===== config.mk =====
export PLATFORM = sky130hd
export DESIGN_NAME = hash_msg_feeder_flat
export DESIGN_NICKNAME = d
export VERILOG_FILES = /design/src/rtl/hash_msg_feeder_if.sv /design/src/rtl/hash_msg_feeder.sv /design/src/flat_wrapper.sv
export SDC_FILE = /design/constraint.sdc
export NUM_CORES = 1
export LEC_CHECK = 0
export BUFFER_PORTS_ARGS = -buffer_cell sky130_fd_sc_hd__buf_4
export CAP_MARGIN = 15
export CORE_AREA = 8 8 214 216
export DETAILED_ROUTE_END_ITERATION = 10
export DIE_AREA = 0 0 222 224
export GPL_TIMING_DRIVEN = 0
export SLEW_MARGIN = 20
export SYNTH_ARGS = -nofsm -noshare
export SYNTH_HDL_FRONTEND = slang
export SYNTH_SLANG_ARGS = --single-unit

===== constraint.sdc =====
create_clock -name clk -period 7.6 [get_ports clk]
set_clock_uncertainty 0.15 [all_clocks]
set_input_delay 1.52 -clock clk [delete_from_list [all_inputs] [get_ports clk]]
set_output_delay 1.52 -clock clk [all_outputs]
set_load 0.1 [all_outputs]

===== src/rtl/hash_msg_feeder_if.sv =====
// rtl/hash_msg_feeder_if.sv - message byte stream into the hash feeder
interface hash_msg_feeder_if;
  logic [7:0] s_data;
  logic       s_valid;
  logic       s_ready;

  modport master (output s_data, output s_valid, input s_ready);
  modport slave  (input s_data, input s_valid, output s_ready);
endinterface


===== src/rtl/hash_msg_feeder.sv =====
// rtl/hash_msg_feeder.sv - buffers message bytes and paces them into the DES-S-box hash core
module hash_msg_feeder #(
  parameter int FIFO_DEPTH = 16,
  parameter int BYTE_GAP   = 4
) (
  input  logic                clk,
  input  logic                rst_n,
  input  logic                start,
  input  logic [63:0]         len_in,
  hash_msg_feeder_if.slave    s,
  output logic                busy,
  output logic                cmd_err,
  output logic [7:0]          core_message,
  output logic                core_m_valid,
  output logic [63:0]         core_counter,
  input  logic                core_hash_ready,
  input  logic [31:0]         core_digest,
  output logic [31:0]         digest_out,
  output logic                digest_valid,
  input  logic                digest_ack
);

  localparam int AW = $clog2(FIFO_DEPTH);
  localparam int GW = (BYTE_GAP > 2) ? $clog2(BYTE_GAP - 1) : 1;
  localparam logic [AW:0]   FULL_CNT = (AW + 1)'(FIFO_DEPTH);
  localparam logic [GW-1:0] GAP_LOAD = GW'(BYTE_GAP - 2);

  typedef enum logic [2:0] {
    ST_IDLE,
    ST_ISSUE,
    ST_GAP,
    ST_WAIT_HASH,
    ST_DONE
  } state_t;

  state_t          state;
  logic [7:0]      mem [FIFO_DEPTH];
  logic [AW-1:0]   wr_ptr;
  logic [AW-1:0]   rd_ptr;
  logic [AW:0]     count;
  logic [63:0]     remaining;
  logic [63:0]     accepted;
  logic [GW-1:0]   gap;

  logic            push;
  logic            pop;
  logic            in_cmd;
  logic            active_nxt;
  logic [AW:0]     count_nxt;
  logic [63:0]     acc_nxt;
  logic [63:0]     ctr_nxt;
  logic            ready_nxt;

  // s_ready is registered, so it is computed from the values the flops will hold next cycle.
  always_comb begin
    push       = s.s_valid && s.s_ready;
    pop        = (state == ST_ISSUE) && (count != '0);
    in_cmd     = (state == ST_IDLE) && start && (len_in != 64'd0);
    count_nxt  = count + (AW + 1)'(push) - (AW + 1)'(pop);
    acc_nxt    = in_cmd ? 64'd0 : accepted + 64'(push);
    ctr_nxt    = in_cmd ? len_in : core_counter;
    active_nxt = in_cmd || (state == ST_ISSUE) ||
                 ((state == ST_GAP) && !((gap == '0) && (remaining == 64'd0)));
    ready_nxt  = active_nxt && (count_nxt != FULL_CNT) && (acc_nxt < ctr_nxt);
  end

  always_ff @(posedge clk) begin
    if (push) begin
      mem[wr_ptr] <= s.s_data;
    end
  end

  always_ff @(posedge clk or negedge rst_n) begin
    if (!rst_n) begin
      wr_ptr <= '0;
      rd_ptr <= '0;
      count  <= '0;
    end else begin
      if (push) begin
        wr_ptr <= wr_ptr + 1'b1;
      end
      if (pop) begin
        rd_ptr <= rd_ptr + 1'b1;
      end
      count <= count_nxt;
    end
  end

  always_ff @(posedge clk or negedge rst_n) begin
    if (!rst_n) begin
      state        <= ST_IDLE;
      s.s_ready    <= 1'b0;
      busy         <= 1'b0;
      cmd_err      <= 1'b0;
      core_message <= 8'd0;
      core_m_valid <= 1'b0;
      core_counter <= 64'd0;
      digest_out   <= 32'd0;
      digest_valid <= 1'b0;
      remaining    <= 64'd0;
      accepted     <= 64'd0;
      gap          <= '0;
    end else begin
      s.s_ready    <= ready_nxt;
      accepted     <= acc_nxt;
      core_counter <= ctr_nxt;
      core_m_valid <= 1'b0;
      cmd_err      <= start && (state != ST_IDLE);

      case (state)
        ST_IDLE: begin
          if (start) begin
            if (len_in != 64'd0) begin
              remaining <= len_in;
              busy      <= 1'b1;
              state     <= ST_ISSUE;
            end else begin
              cmd_err <= 1'b1;
            end
          end
        end
        ST_ISSUE: begin
          if (pop) begin
            core_message <= mem[rd_ptr];
            core_m_valid <= 1'b1;
            remaining    <= remaining - 64'd1;
            gap          <= GAP_LOAD;
            state        <= ST_GAP;
          end
        end
        ST_GAP: begin
          if (gap == '0) begin
            state <= (remaining == 64'd0) ? ST_WAIT_HASH : ST_ISSUE;
          end else begin
            gap <= gap - 1'b1;
          end
        end
        ST_WAIT_HASH: begin
          if (core_hash_ready) begin
            digest_out   <= core_digest;
            digest_valid <= 1'b1;
            state        <= ST_DONE;
          end
        end
        ST_DONE: begin
          if (digest_ack) begin
            digest_valid <= 1'b0;
            busy         <= 1'b0;
            state        <= ST_IDLE;
          end
        end
        default: state <= ST_IDLE;
      endcase
    end
  end

endmodule


===== src/flat_wrapper.sv =====
// flat-port wrapper written by rule: the top's interface ports become plain ports
module hash_msg_feeder_flat 
#(
  parameter int FIFO_DEPTH = 16,
  parameter int BYTE_GAP   = 4
)
  (clk, rst_n, start, len_in, busy, cmd_err, core_message, core_m_valid, core_counter, core_hash_ready, core_digest, digest_out, digest_valid, digest_ack, s_s_data, s_s_valid, s_s_ready);
  hash_msg_feeder_if s_i ();
  input  logic clk;
  input  logic rst_n;
  input  logic start;
  input  logic [63:0] len_in;
  output logic busy;
  output logic cmd_err;
  output logic [7:0] core_message;
  output logic core_m_valid;
  output logic [63:0] core_counter;
  input  logic core_hash_ready;
  input  logic [31:0] core_digest;
  output logic [31:0] digest_out;
  output logic digest_valid;
  input  logic digest_ack;
  input wire logic [$bits(s_i.s_data)-1:0] s_s_data;
  input wire logic [$bits(s_i.s_valid)-1:0] s_s_valid;
  output wire logic [$bits(s_i.s_ready)-1:0] s_s_ready;
  assign s_i.s_data = s_s_data;
  assign s_i.s_valid = s_s_valid;
  assign s_s_ready = s_i.s_ready;
  hash_msg_feeder #(.FIFO_DEPTH(FIFO_DEPTH), .BYTE_GAP(BYTE_GAP)) u_core (.clk(clk), .rst_n(rst_n), .start(start), .len_in(len_in), .s(s_i), .busy(busy), .cmd_err(cmd_err), .core_message(core_message), .core_m_valid(core_m_valid), .core_counter(core_counter), .core_hash_ready(core_hash_ready), .core_digest(core_digest), .digest_out(digest_out), .digest_valid(digest_valid), .digest_ack(digest_ack));
endmodule

==> results.cfg <==
[run_status]
outcome = complete, no violations

[power_and_ir_drop]
combPwrFrac = 0.511
p_per_area_nw_per_um2 = 493
total_power_mw = 11.2
swShare = 0.501
power.switching_mw = 5.62
p_int_mw = 5.60
peakVddDrop_mv = 0.431
clkPwrFrac = 0.206
seqPwrFrac = 0.283
p_leak_nw = 9.55

[floorplan]
die_h_um = 224
placement_rows = 76
die_x_um = 222
die_area_sq_um = 49700
core_area_sq_um = 42500
initial_core_util = 0.441
pin_count = 219

[setup_path]
cp_top_family = simple AND/OR/NAND/NOR gates
crit_path_start_kind = primary input
crit_top_cell = nor4_1
slowest_delay_ns = 0.82
rrSetupSlack_ns = 1.13
crit_chain = buf_4 > nor4_1 > nand4_1 > nor4_1 > nor2_1 > clkbuf_1 > buf_1 > clkbuf_1 > nor2_1 > ha_1 > nand4_1 > nor4_1 > nand3_1 > or4_1 > o311ai_0 > nor3_1
worst-path-stages = 16
path_class = in2reg
slowest_stage = nor4_1
rr_endpoint = u_core.s.s_ready
cp.required_ns = 7.91
crit_path_end = u_core.s.s_ready
worstSetupEndpointType = flop
cp.arrival_ns = 7.68
r2r-start = u_core.state[1]
crit_fanout = 10
r2r_cells = 15
startpoint = len_in[38]
path_buf_inv = 4

[place]
io_buffers = 218
dp_hpwl_um = 46000
placed_cell_area_sq_um = 21100
gp_congestion = 0.951
placedCellCount = 2394

[drt]
wl_per_cell_um = 24.8
wl_um = 61500
dr.first_iter.drc_count = 1610
drc_errors = 0
postRouteAntennaNets = 0
drt-pass1-iter-count = 6
vias_per_cell = 5.89
vias = 14600

[synthesis]
ys_ff_latch = 383
synthTopCellsByCount = 255 x dfrtp_1, 135 x nor2_1, 128 x edfxtp_1, 119 x nand2_1, 84 x inv_1
syn-num-nets = 1817
syn_area_per_cell_sq_um = 11.5
yosys-top-cells-area = dfrtp_1 34%, edfxtp_1 20%, ha_1 5.2%, mux4_2 4.8%, mux2i_1 3.3%
synth_most_common_cell = dfrtp_1
synthFlopType = dfrtp_1
syn_area_sq_um = 18800
ys_seq_area_frac = 0.545
yosys.area.top_type = dfrtp_1
syn_inst = 1628
synth_cell_types = 79
yosysTopAreaCellShare = 0.340
async_reset_ff_frac = 0.666
yosys_warnings = 0
synth_enable_flop_cells = 128

[final_layout]
layout.cells.non_filler = 2478
fin_util = 0.535
drive_gt1_frac = 0.209
nets = 2084
n_antenna_cell = 0
fin_area_sq_um = 22800
area_growth_pct = 21.3

[timing]
fmax_mhz = 136
slew-limit-headroom = 0.287
hold_viol_final = 0
rsz0062_at_grt = false
period_share = 0.970
final-setup-viol-count = 0
drv_slew = 0
period_needed_ns = 7.37
tns_ns = 0
tightestPinTransition_ns = 1.07

[grt]
grt_pass1_wl_um = 92600
grt_max_degree = 96
grt_overflow = 0
first_global_vias = 14900
grt_antenna_before_repair = 1
grt_usage = 0.245

[clock_tree]
worstSkewPairLatency_ns = 0.61
cts_tree = built
cts_setup_buffers = 0
cts_buffers = 45
h-tree-depth = 2
clkSinkCount = 383
path_clk_slew_ns = 0.06
cts_hold_buf = 0
cts-root-buf = clkbuf_16
cts_resized = 0
ctsLongestPathBuffers = 3

[flow_run]
cap_violations = 0

[worst_hold_path]
hold_class = reg2reg
min_from = u_core.core_message[3]
-- final cells by class --
type                            count  area (sq um)
Clock buffer                       57          1240
Tap cell                          546           683
Clock inverter                     27           364
Inverter                           84           315
Timing Repair Buffer              220          1700
Sequential cell                   383         10200
Multi-Input combinational cell   1089          7930
Fill cell                        3668         19800
Buffer                             72           294
-- sequential cells by signal, indices dropped and copies added, names as in the netlist --
register / cells
u_core.wr_ptr: 4
u_core.core_counter: 64
u_core.digest_out: 32
u_core.mem: 128
u_core.remaining: 64
u_core.s.s_ready: 1
u_core.state: 3
u_core.core_m_valid: 1
u_core.accepted: 64
u_core.gap: 2
u_core.cmd_err: 1
u_core.core_message: 8
u_core.count: 5
u_core.digest_valid: 1
u_core.busy: 1
u_core.rd_ptr: 4
-- cells by family after synthesis --
logic type	synth area share
simple gates	0.152
flops	0.545
compound gates	0.0859
buf+inv	0.0325
mux	0.100
fa+ha+maj	0.0531
xor+xnor	0.0313
-- power by group through the flow --
| stage | Combinational [mW] | Clock (mW) | Sequential, mW |
|---|---|---|---|
| after floorplan | 2.03 | 0 | 5.17 |
| after global placement | 5.67 | 0 | 3.17 |
| after detailed placement | 5.73 | 0 | 3.18 |
| after CTS | 5.75 | 2.36 | 3.16 |
| after global routing | 6.07 | 2.44 | 3.24 |
| final | 5.74 | 2.31 | 3.17 |
-- routing by layer --
metal | share of wire | up-vias | track usage | wire length (um)
met5 | 0.00021 | - | 0 | 13
met4 | 0.042 | 2 | 0.105 | 2580
met3 | 0.083 | 145 | 0.0566 | 5130
met2 | 0.45 | 645 | 0.380 | 27700
met1 | 0.42 | 7249 | 0.328 | 26000
li1 | - | 6552 | - | -
-- tightest hold or removal path, stage by stage, from the launching register on --
cell and delay [ns]:
dfrtp_1 0.34, nand2_1 0.05, nand2_1 0.05
-- cell usage in the layout, fill, tap and decap left out, types with 30 or more instances in the layout --
cell type	instances
xor2_1	40
nand3_1	63
mux4_2	40
mux2i_1	62
clkbuf_16	45
o21ai_0	66
inv_1	84
mux2_2	32
a21oi_1	70
clkbuf_1	54
buf_4	219
nor3_1	30
nor2_1	135
nand4_1	45
dfrtp_1	255
nor4_1	41
ha_1	78
edfxtp_1	128
nand2_1	119
-- per-stage QoR --
step	hold WS [ns]	worst slack, ns
final	0.325	0.230
after global placement	0.311	-0.344
after floorplan	0.308	2.05
after global routing	0.350	0.120
after detailed placement	0.317	-0.270
after CTS	0.331	0.382
-- worst min path at each step --
stage               depth (start not counted)                endpoint  slack (ns)
floorplan                                   1           u_core.gap[0]        0.31
global placement                            2  u_core.core_message[4]        0.31
detailed placement                          2  u_core.core_message[3]        0.32
global route                                2  u_core.core_message[6]        0.35
finish                                      2  u_core.core_message[3]        0.32
CTS                                         2  u_core.core_message[4]        0.33
(Power assumes the default switching activity.)
